## config.mk

```make
export PLATFORM = sky130hd
export DESIGN_NAME = cram_read_arbiter
export DESIGN_NICKNAME = d
export VERILOG_FILES = /design/src/rtl/fcpu_pkg.sv /design/src/rtl/cram_route_fifo.sv /design/src/rtl/cram_read_arbiter.sv
export SDC_FILE = /design/constraint.sdc
export NUM_CORES = 1
export LEC_CHECK = 0
export ABC_AREA = 1
export BUFFER_PORTS_ARGS = -buffer_cell sky130_fd_sc_hd__buf_2
export CAP_MARGIN = 20
export CELL_PAD_IN_SITES_DETAIL_PLACEMENT = 1
export CELL_PAD_IN_SITES_GLOBAL_PLACEMENT = 1
export CORE_AREA = 2 2 76 151
export DETAILED_ROUTE_END_ITERATION = 6
export DIE_AREA = 0 0 78 153
export GPL_ROUTABILITY_DRIVEN = 0
export PLACE_DENSITY = 0.87
export SYNTH_ARGS = -nofsm -noshare
export SYNTH_HDL_FRONTEND = slang
export SYNTH_HIERARCHICAL = 1
export SYNTH_SLANG_ARGS = --single-unit
```

## constraint.sdc

```tcl
create_clock -name clk -period 2.9 [get_ports clk]
set_input_delay 0.29 -clock clk [delete_from_list [all_inputs] [get_ports clk]]
set_output_delay 0.29 -clock clk [all_outputs]
set_load 0.05 [all_outputs]
```

## src/rtl/fcpu_pkg.sv

```systemverilog
// Shared types and constants for the CRAM read path: requester identity,
// route-FIFO entry layout and the fixed AXI attributes of every CRAM read.
package fcpu_pkg;

    typedef enum logic {SRC_FETCH = 1'b0, SRC_LOAD = 1'b1} cram_src_t;

    typedef struct packed {
        cram_src_t src;
        logic      discard;
    } cram_route_t;

    typedef enum logic {ARB_OPEN = 1'b0, ARB_LOCKED = 1'b1} cram_arb_state_t;

    localparam logic [2:0] CRAM_ARSIZE       = 3'd2;
    localparam logic [1:0] CRAM_ARBURST_INCR = 2'd1;

    function automatic logic src_flushed(cram_src_t src, logic flush_fetch, logic flush_load);
        return (src == SRC_FETCH) ? flush_fetch : flush_load;
    endfunction

endpackage

```

## src/rtl/cram_route_fifo.sv

```systemverilog
// In-order record of which requester owns each outstanding CRAM read, with
// per-requester flush marking so stale responses are dropped at the head.
module cram_route_fifo
    import fcpu_pkg::*;
#(
    parameter int  DEPTH   = 4,
    parameter type entry_t = cram_route_t
) (
    input  logic   clk,
    input  logic   rst,
    input  logic   push,
    input  entry_t push_entry,
    input  logic   pop,
    input  logic   flush_fetch,
    input  logic   flush_load,
    output entry_t head,
    output logic   full,
    output logic   empty
);
    localparam int PTR_W = $clog2(DEPTH);
    localparam int CNT_W = PTR_W + 1;

    entry_t             mem [DEPTH];
    entry_t             push_marked;
    logic [PTR_W-1:0]   wr_ptr;
    logic [PTR_W-1:0]   rd_ptr;
    logic [CNT_W-1:0]   count;

    always_comb begin
        push_marked = push_entry;
        push_marked.discard = push_entry.discard
                            | src_flushed(push_entry.src, flush_fetch, flush_load);
    end

    // NOTE: storage is not reset; an entry only has meaning while count covers it.
    always_ff @(posedge clk) begin
        for (int i = 0; i < DEPTH; i++) begin
            if (src_flushed(mem[i].src, flush_fetch, flush_load))
                mem[i].discard <= 1'b1;
        end
        if (push)
            mem[wr_ptr] <= push_marked;
    end

    always_ff @(posedge clk or posedge rst) begin
        if (rst) begin
            wr_ptr <= '0;
            rd_ptr <= '0;
            count  <= '0;
        end else begin
            if (push)
                wr_ptr <= wr_ptr + PTR_W'(1);
            if (pop)
                rd_ptr <= rd_ptr + PTR_W'(1);
            case ({push, pop})
                2'b10:   count <= count + CNT_W'(1);
                2'b01:   count <= count - CNT_W'(1);
                default: count <= count;
            endcase
        end
    end

    // A flush in the current cycle must already hide the head beat.
    always_comb begin
        head = mem[rd_ptr];
        head.discard = mem[rd_ptr].discard
                     | src_flushed(mem[rd_ptr].src, flush_fetch, flush_load);
    end

    assign full  = (count == CNT_W'(DEPTH));
    assign empty = (count == '0);

endmodule

```

## src/rtl/cram_read_arbiter.sv

```systemverilog
// Round-robin sharing of the CRAM AXI4 read port between instruction fetch and
// the load/debug reader; responses are steered back through the route FIFO.
module cram_read_arbiter
    import fcpu_pkg::*;
#(
    parameter int ADDR_W      = 32,
    parameter int DATA_W      = 32,
    parameter int OUTSTANDING = 4
) (
    input  logic              clk,
    input  logic              rst,
    input  logic [ADDR_W-1:0] f_araddr,
    input  logic              f_arvalid,
    output logic              f_arready,
    input  logic              f_flush,
    output logic [DATA_W-1:0] f_rdata,
    output logic [1:0]        f_rresp,
    output logic              f_rvalid,
    input  logic [ADDR_W-1:0] l_araddr,
    input  logic              l_arvalid,
    output logic              l_arready,
    input  logic              l_flush,
    output logic [DATA_W-1:0] l_rdata,
    output logic [1:0]        l_rresp,
    output logic              l_rvalid,
    input  logic              l_rready,
    output logic [3:0]        m_cram_arid,
    output logic [7:0]        m_cram_arlen,
    output logic [2:0]        m_cram_arsize,
    output logic [1:0]        m_cram_arburst,
    output logic              m_cram_arlock,
    output logic [3:0]        m_cram_arcache,
    output logic [2:0]        m_cram_arprot,
    output logic [3:0]        m_cram_arqos,
    output logic [ADDR_W-1:0] m_cram_araddr,
    output logic              m_cram_arvalid,
    input  logic              m_cram_arready,
    input  logic [DATA_W-1:0] m_cram_rdata,
    input  logic [1:0]        m_cram_rresp,
    input  logic              m_cram_rlast,
    input  logic [3:0]        m_cram_rid,
    input  logic              m_cram_rvalid,
    output logic              m_cram_rready
);
    cram_arb_state_t state, next_state;
    cram_src_t       lock_src, next_lock_src;
    cram_src_t       rr_last, next_rr_last;
    cram_src_t       grant;
    logic            gnt_valid;
    logic            ar_hs;
    logic            fifo_full;
    logic            fifo_empty;
    logic            fifo_pop;
    cram_route_t     push_entry;
    cram_route_t     head;
    logic            unused_rid;

    assign m_cram_arid    = 4'd0;
    assign m_cram_arlen   = 8'd0;
    assign m_cram_arsize  = CRAM_ARSIZE;
    assign m_cram_arburst = CRAM_ARBURST_INCR;
    assign m_cram_arlock  = 1'b0;
    assign m_cram_arcache = 4'd0;
    assign m_cram_arprot  = 3'd0;
    assign m_cram_arqos   = 4'd0;
    assign unused_rid     = ^m_cram_rid;

    always_ff @(posedge clk or posedge rst) begin
        if (rst) begin
            state    <= ARB_OPEN;
            lock_src <= SRC_FETCH;
            rr_last  <= SRC_LOAD;
        end else begin
            state    <= next_state;
            lock_src <= next_lock_src;
            rr_last  <= next_rr_last;
        end
    end

    // NOTE: every always_comb output gets a default first so no latch is inferred.
    always_comb begin
        next_state    = state;
        next_lock_src = lock_src;
        next_rr_last  = rr_last;
        grant         = SRC_FETCH;

        if (state == ARB_LOCKED)
            grant = lock_src;
        else if (f_arvalid && l_arvalid)
            grant = (rr_last == SRC_FETCH) ? SRC_LOAD : SRC_FETCH;
        else if (l_arvalid)
            grant = SRC_LOAD;

        gnt_valid      = (grant == SRC_FETCH) ? f_arvalid : l_arvalid;
        m_cram_arvalid = gnt_valid && !fifo_full;
        m_cram_araddr  = (grant == SRC_FETCH) ? f_araddr : l_araddr;
        ar_hs          = m_cram_arvalid && m_cram_arready;
        f_arready      = ar_hs && (grant == SRC_FETCH);
        l_arready      = ar_hs && (grant == SRC_LOAD);

        // A presented but unaccepted address must stay stable until taken.
        if (ar_hs) begin
            next_state   = ARB_OPEN;
            next_rr_last = grant;
        end else if (m_cram_arvalid) begin
            next_state    = ARB_LOCKED;
            next_lock_src = grant;
        end
    end

    assign push_entry = '{src: grant, discard: 1'b0};

    cram_route_fifo #(
        .DEPTH   (OUTSTANDING),
        .entry_t (cram_route_t)
    ) u_route_fifo (
        .clk         (clk),
        .rst         (rst),
        .push        (ar_hs),
        .push_entry  (push_entry),
        .pop         (fifo_pop),
        .flush_fetch (f_flush),
        .flush_load  (l_flush),
        .head        (head),
        .full        (fifo_full),
        .empty       (fifo_empty)
    );

    always_comb begin
        f_rvalid      = 1'b0;
        l_rvalid      = 1'b0;
        m_cram_rready = 1'b0;
        if (!fifo_empty) begin
            if (head.discard) begin
                m_cram_rready = 1'b1;
            end else if (head.src == SRC_FETCH) begin
                f_rvalid      = m_cram_rvalid;
                m_cram_rready = 1'b1;
            end else begin
                l_rvalid      = m_cram_rvalid;
                m_cram_rready = l_rready;
            end
        end
    end

    assign fifo_pop = m_cram_rvalid && m_cram_rready && m_cram_rlast;
    assign f_rdata  = m_cram_rdata;
    assign f_rresp  = m_cram_rresp;
    assign l_rdata  = m_cram_rdata;
    assign l_rresp  = m_cram_rresp;

    rvalid_needs_route: assert property (@(posedge clk) disable iff (rst)
        m_cram_rvalid |-> !fifo_empty);

endmodule

```

Word-level counts from Yosys, hierarchy flattened. Memories as Yosys holds them, arrays and structs flattened. Cells that the tools add are included. Widths: inputs -> output; s select.

Add/subtract/negate cells: 4. Multiply operators: 0. Divide/modulo/power cells: 0. Order comparisons: 0. Equality and inequality tests: 3. Shift-type cells: 0. Muxes and demuxes: 34. Bitwise logic cells: 3. Reductions and logical operators: 12.

Operators by type and width (number): $mux 1 (32); $mux 32 (1); $logic_and 1x1->1 (7); $pmux 3 s2 (1); $add 2x1->2 const B (2); $reduce_bool 2->1 (2); $add 3x1->3 const B (1); $eq 3x3->1 const B (1); $logic_not 3->1 (1); $sub 3x1->3 const B (1); $eq 2x1->1 const B (1); $eq 2x2->1 const B (1); $not 1->1 (2); $reduce_and 2->1 (1); $logic_not 1->1 (1); $or 1x1->1 (1).

Flip-flop bits (word level): 10. Bits in latches: 0. Bits in writable memories: 8. ROM bits: 0. Output and inout bits: 135. Logic and storage cells: 63. Memories kept: 1.

Memories: u_route_fifo.mem (words 4, width 2, read ports 5, clocked after Yosys merged registers in 0, wr ports 5, line cram_route_fifo.sv:23) `entry_t mem [DEPTH];`.

Logic depth before layout (Yosys ltp). Gate-level depths: netlist of run 1. An unclocked memory read counts as a cell.

Depth in word-level cells: 9. Gate-level depth with buffers: 15. Depth with buffers taken out: 14.

Cells and area by module. Netlist of run 1, hierarchy kept.

Modules (own cells, without submodules): cram_read_arbiter (times used 1, cells each 240, area an instance 1400.1 um^2, sequential area each 76.3 um^2); cram_route_fifo (times used 1, cells each 98, area an instance 833.3 um^2, sequential area each 375.4 um^2).

Worst setup path after synthesis of run 1. Ideal clock, no wire load.

Path kind: register to output. Start point: reg u_route_fifo.rd_ptr[0]. End point: out l_rvalid. Arrival time: 2.387 ns. Data required time: 2.610 ns. Setup slack: 0.223 ns. Stages on the path, launching flop included: 9. Buffers on the path: 1. Cells stage by stage: dfrtp_1 buf_6 inv_4 nand2_2 nand3_2 nand2_1 nand2_1 nand3_1 nor4_1.

RTL lines: from (decl) (line cram_route_fifo.sv:26) `logic [PTR_W-1:0] rd_ptr;`; from (signal assigned) (line cram_route_fifo.sv:54) `rd_ptr <= rd_ptr + PTR_W'(1);`; to (decl) (line cram_read_arbiter.sv:25) `output logic l_rvalid,`.

==> impl_metrics.yaml, run 1 <==
global_routing:
  track_usage_pct: 13.2
  grt_first_pass_wirelength_um: 11700
  grt_max_degree: 42
  first_global_vias: 2212
  antenna_found_initial: 0
  overflow: 0
critical_path:
  cp.arrival_ns: 2.69
  startpoint_type: "register"
  required_ns: 3.08
  worstSetupPathType: "register to register"
  reg2reg_depth: 14
  cp-end-kind: "register"
  cpMaxStageDelayCell: "dfrtp_1"
  r2r-end: "u_route_fifo/count[2]"
  path_buf_inv: 2
  rrSetupSlack_ns: 0.38
  crit_family: "simple AND/OR/NAND/NOR gates"
  worstPathMaxFanout: 7
  crit_chain: "inv_4 > nand2_2 > nand3_2 > nand2_1 > nand2_1 > nand3_1 > o31ai_1 > nor2_1 > ha_1 > inv_1 > fa_1 > or2_0 > nand2_1 > xor2_1"
  timing.rr.start: "u_route_fifo/rd_ptr[0]"
  cp_common_cell: "nand2_1"
  critPathMaxStageDelay_ns: 0.50
place:
  place_hpwl_um: 7080
  portBuffers: 111
  placed_area_um2: 2280
layout:
  finalInstanceArea_um2: 2370
  drive_gt1_share_pct: 33.6
  fillers: 1420
  layout.nets: 497
  syn2layout_area_growth_pct: 6.33
  n_antenna_cell: 0
synthesis:
  synth_xor_area_share_pct: 1.96
  yosysWarnings: 6
  synth_area_um2: 2230
  synthMuxAreaShare_pct: 0
  async_flop_share_pct: 55.6
  synthFlopType: "dfrtp_1"
  synth.distinct_cells: 29
  synthSimpleGateAreaFrac_pct: 29.5
  synthAdderAreaFrac_pct: 3.70
  avgSynthCellArea_um2: 6.61
  synthCells: 338
  synth_edf_count: 4
  synth_seq_cells: 18
  synth_top_family_by_area: "buffers and inverters"
  synth_compound_area_share_pct: 3.36
  ys_seq_area_share_pct: 20.2
floorplanning:
  ioPinCount: 247
  die_h_um: 153
  core_um2: 10800
  core.rowCount: 54
  dieArea_um2: 11900
  start_util_pct: 20.7
  die_w_um: 78
sta:
  drv_slew: 0
  fmax_ghz: 0.397
  rsz0062_at_grt: "false"
  setup_tns_ns: 0
  fin_crit_sh_pct: 86.8
  period_needed_ns: 2.52
  final_hold_viol_count: 0
  finalSetupViolCount: 0
  skew_ns: 0.00511
route:
  routedWlPerCell_um: 15.5
  avgViaCountPerCell: 3.96
  ant_nets: 0
  dr.pass1.iters: 4
  remaining_drc_errors: 0
  num_vias: 2051
  finalWirelength_um: 8040
  detail_route.iter0.violations: 98
worst_hold_path:
  min_path_cells: 3
  whs_endpoint: "rr_last"
  hp-class: "input port to register"
  hold_start: "m_cram_arready"
clocking:
  cts_root_buffer: "clkbuf_16"
  cts_made_buffers: 3
  clock_latency_ns: 0.25
  cts_num_sinks: 18
  ctsHtreeMaxLevel: 1
  path_clk_slew_ns: 0.05
  clock_path_buffers: 2
  cts_tree: "yes"
run_status:
  status: "completed"
pwr:
  peakVddDrop_v: 0.000419
  power_density_nw_per_um2: 1170
  cellLeakagePower_nw: 1.45
job:
  cap_viol_max_count: 0
through the flow:
step	hold slack, ns	power, mW	cells	setup WS, ns	util, %
5_1_grt	0.372	2.99	518	0.0858	22.0
2_1_floorplan	0.0429	2.33	366	0.223	-
3_3_place_gp	0.170	2.40	513	0.499	21.1
4_1_cts	0.327	2.80	518	0.366	22.0
6_report	0.328	2.77	518	0.383	22.0
3_5_place_dp	0.183	2.48	513	0.393	21.1
cell usage after synthesis (2+ instances only):
library cell	number	share of area, %
inv_1	27	4.5
dfrtp_1	9	10
edfxtp_1	4	5.4
ha_1	5	2.8
nand3_1	7	1.6
conb_1	2	0.34
nor3_1	2	0.45
nand3_2	3	1.3
dfxtp_1	4	3.6
nand4_1	2	0.56
nand2_1	136	23
xor2_1	4	1.6
nor4_1	2	0.56
nor2_1	3	0.50
buf_6	4	2.0
buf_4	100	34
nand2_2	2	0.56
a21oi_1	2	0.45
inv_4	2	0.56
o21ai_0	9	2.0
report_power, final:
group          switching, mW  internal, mW  total, mW
clock network         0.0940         0.210      0.304
logic                   1.54         0.442       1.98
registers             0.0985         0.380      0.478
sequential cells by signal (all words and copies together), names as in the netlist:
register and flops:
u_route_fifo/mem 8, u_route_fifo/count 3, u_route_fifo/rd_ptr 2, u_route_fifo/wr_ptr 2
lock_src 1, rr_last 1, state 1
cells by family (layout without fill, tap and decap cells):
kind of cell	Yosys count	after routing
buffers and inverters	134	146
other	2	30
adder cells (fa/ha/maj)	6	6
XOR/XNOR	5	5
flip-flops	18	18
AND/OR/NAND/NOR	160	160
AO/OA/AOI/OAI	13	13
routing by layer:
layer  vias up  wire, µm  global-route usage [%]
met5         -         0                       0
met4         0       717                    11.7
met3        58      1470                    8.15
met2       148      3910                    23.1
met1       874      1950                    9.33
li1        971         -                       -
worst max path at each step:
stage | from | end | slack, ns | cells after the start
2_1_floorplan | u_route_fifo/rd_ptr[0] | l_rvalid | 0.22 | 8
3_3_place_gp | u_route_fifo/rd_ptr[0] | u_route_fifo/count[2] | 0.50 | 14
3_5_place_dp | u_route_fifo/rd_ptr[0] | u_route_fifo/count[2] | 0.39 | 14
4_1_cts | u_route_fifo/rd_ptr[0] | u_route_fifo/count[2] | 0.37 | 14
5_1_grt | u_route_fifo/rd_ptr[0] | u_route_fifo/count[2] | 0.09 | 14
6_report | u_route_fifo/rd_ptr[0] | u_route_fifo/count[2] | 0.38 | 14
what timing repair did:
action	in CTS	in global routing
hold endpoints to repair	9	0
setup buffers	0	0
gates resized for setup	0	0
hold buffers	1	0
cell usage in the layout, fill, tap and decap left out, types with 4 or more instances in the layout:
cell      instances
inv_1            27
buf_2           111
conb_1           30
xor2_1            4
edfxtp_1          4
nand3_1           7
ha_1              5
o21ai_0           9
dfrtp_1           9
nand2_1         136
dfxtp_1           4
layout make-up:
type	count	area, µm²	share of cell area (%)
multi-input combinational	214	972	40.9
timing repair buffer	113	573	24.1
sequential	18	452	19.0
tap	140	175	7.38
inverter	29	114	4.79
clock buffer	4	88.8	3.74
worst min-delay path, cell delays in order:
cell,delay (ns)
buf_2,0.12
nand4_1,0.10
nand2_1,0.06
Power figures use the tool's default switching activity.
==> run 2: changes to the inputs <==
- CORE_AREA: 2 2 76 151 -> 2 2 80 159
- DIE_AREA: 0 0 78 153 -> 0 0 82 161
- PLACE_DENSITY: 0.87 -> 0.83
- clock period: 2.9 -> 2.2 ns (I/O delays scaled with it)
==> run 2 against run 1 <==
Effect of this change:
- routed wire length down 19%
- final cell count up 4.2%
- the run now ends with negative setup slack left
- via count down 0.20%
- global-route usage down 3.3 points
==> impl_metrics.yaml, run 2 (synthesized netlist as in run 1, its figures left out) <==
run_status:
  status: "finished with violations"
  violations: "negative setup slack"
place:
  portBuffers: 111
  dp.cells: 533
  placed_area_um2: 2390
  place_hpwl_um: 5420
layout:
  drive_gt1_share_pct: 39.7
  reg_top3: "u_route_fifo/mem x8, u_route_fifo/count x3"
  syn2layout_area_growth_pct: 14.1
  fillers: 1565
  finalInstanceArea_um2: 2550
  largest_reg_flops: 8
  regMostFlops: "u_route_fifo/mem"
  layout_common_cells: "nand2_1, buf_2, conb_1"
  instances_no_fill: 540
  n_antenna_cell: 0
  layout.nets: 512
  layout_commonest_cell: "nand2_1"
clocking:
  cts_root_buffer: "clkbuf_16"
  path_clk_slew_ns: 0.05
  clock_latency_ns: 0.25
  cts_num_sinks: 18
  ctsHtreeMaxLevel: 1
  clock_path_buffers: 2
  cts_made_buffers: 3
  cts_tree: "yes"
route:
  routedWlPerCell_um: 12.0
  remaining_drc_errors: 0
  avgViaCountPerCell: 3.79
  dr.pass1.iters: 4
  finalWirelength_um: 6480
  ant_nets: 0
  detail_route.iter0.violations: 74
  num_vias: 2047
global_routing:
  overflow: 0
  grt_max_degree: 33
  track_usage_pct: 9.95
  antenna_found_initial: 0
  grt_first_pass_wirelength_um: 10300
  first_global_vias: 2212
floorplanning:
  dieArea_um2: 13200
  core.rowCount: 57
  core_um2: 12000
  die_w_um: 82
  start_util_pct: 18.6
  die_h_um: 161
  ioPinCount: 247
critical_path:
  cp.arrival_ns: 2.43
  timing.rr.start: "u_route_fifo/rd_ptr[0]"
  critPathMaxStageDelay_ns: 0.46
  worstPathMaxFanout: 6
  reg2reg_depth: 13
  path_buf_inv: 2
  rrSetupSlack_ns: -0.05
  cpMaxStageDelayCell: "dfrtp_2"
  cp_common_cell: "nand3_2"
  required_ns: 2.38
  cp-startpoint: "u_route_fifo/rd_ptr[0]"
  worstSetupPathType: "register to register"
  crit_family: "simple AND/OR/NAND/NOR gates"
  crit_chain: "inv_4 > nand2_2 > nand3_2 > nand3_1 > nand3_2 > o31ai_4 > nor2_2 > ha_2 > inv_2 > fa_2 > or2_0 > nand2_1 > xor2_1"
  r2r-end: "u_route_fifo/count[2]"
  startpoint_type: "register"
  cp-end-kind: "register"
worst_hold_path:
  whs_endpoint: "rr_last"
  hold_start: "m_cram_arready"
  hp-class: "input port to register"
  min_path_cells: 3
sta:
  rsz0062_at_grt: "true"
  drv_slew: 0
  period_needed_ns: 2.25
  finalSetupViolCount: 1
  setup_slack_ns: -0.0486
  fin_crit_sh_pct: 102
  fmax_ghz: 0.445
  skew_ns: 0.00166
  final_hold_viol_count: 0
pwr:
  power_density_nw_per_um2: 1520
  cellLeakagePower_nw: 1.52
  peakVddDrop_v: 0.000726
job:
  cap_viol_max_count: 0
-- run 2: cell type report --
| cell class | instances | area (µm²) | share of cell area, % |
|---|---|---|---|
| multi-input combinational | 214 | 1020 | 40.2 |
| timing repair buffer | 128 | 691 | 27.1 |
| sequential | 18 | 453 | 17.8 |
| tap | 147 | 184 | 7.22 |
| inverter | 29 | 116 | 4.57 |
| clock buffer | 3 | 75.1 | 2.95 |
| clock inverter | 1 | 3.75 | 0.147 |
-- run 2: timing repair --
item | CTS | global route
setup buffers | 2 | 0
endpoints found under the setup margin | 2 | 5
pin swaps | 6 | 5
endpoints found under the hold margin | 9 | 0
gates cloned | 0 | 0
hold buffers | 1 | 0
gates resized for setup | 13 | 6
-- run 2: how the worst max path moves through the flow --
stage | endpoint | slack (ns) | depth (start not counted)
4_1_cts | u_route_fifo/count[2] | -0.01 | 14
2_1_floorplan | u_route_fifo/count[2] | -0.02 | 14
3_3_place_gp | u_route_fifo/count[2] | -0.01 | 14
5_1_grt | u_route_fifo/count[2] | -0.17 | 14
6_report | u_route_fifo/count[2] | -0.05 | 13
3_5_place_dp | u_route_fifo/count[2] | -0.15 | 14
-- run 2: per-stage QoR --
stage | power [mW] | setup slack [ns] | hold WS [ns] | TNS [ns] | utilization, %
6_report | 3.87 | -0.0486 | 0.281 | -0.0486 | 21.3
5_1_grt | 4.18 | -0.173 | 0.328 | -0.367 | 21.3
2_1_floorplan | 3.09 | -0.0183 | -0.0271 | -0.0183 | -
4_1_cts | 3.87 | -0.0127 | 0.300 | -0.0127 | 21.1
3_5_place_dp | 3.38 | -0.148 | 0.110 | -0.226 | 20.0
3_3_place_gp | 3.30 | -0.00962 | 0.112 | -0.00962 | 20.0
-- run 2: metal layers --
metal / track usage, % / share of wire (%) / up-vias
met5: 0 / 0 / -
met4: 4.32 / 3.5 / 0
met3: 5.53 / 17 / 17
met2: 17.2 / 49 / 153
met1: 9.27 / 31 / 874
li1: - / - / 1003
-- run 2: worst register-to-register path, cell delays in order, from the launching register on --
cell     delay [ns]
dfrtp_2        0.46
inv_4          0.09
nand2_2        0.05
nand3_2        0.07
nand3_1        0.09
nand3_2        0.13
o31ai_4        0.10
nor2_2         0.16
ha_2           0.21
inv_2          0.04
fa_2           0.35
or2_0          0.21
nand2_1        0.08
xor2_1         0.13
-- run 2: where the power goes --
part           internal, mW  switching (mW)  total, mW
sequential            0.503           0.121      0.624
clock                 0.242           0.136      0.379
combinational         0.776            2.10       2.87
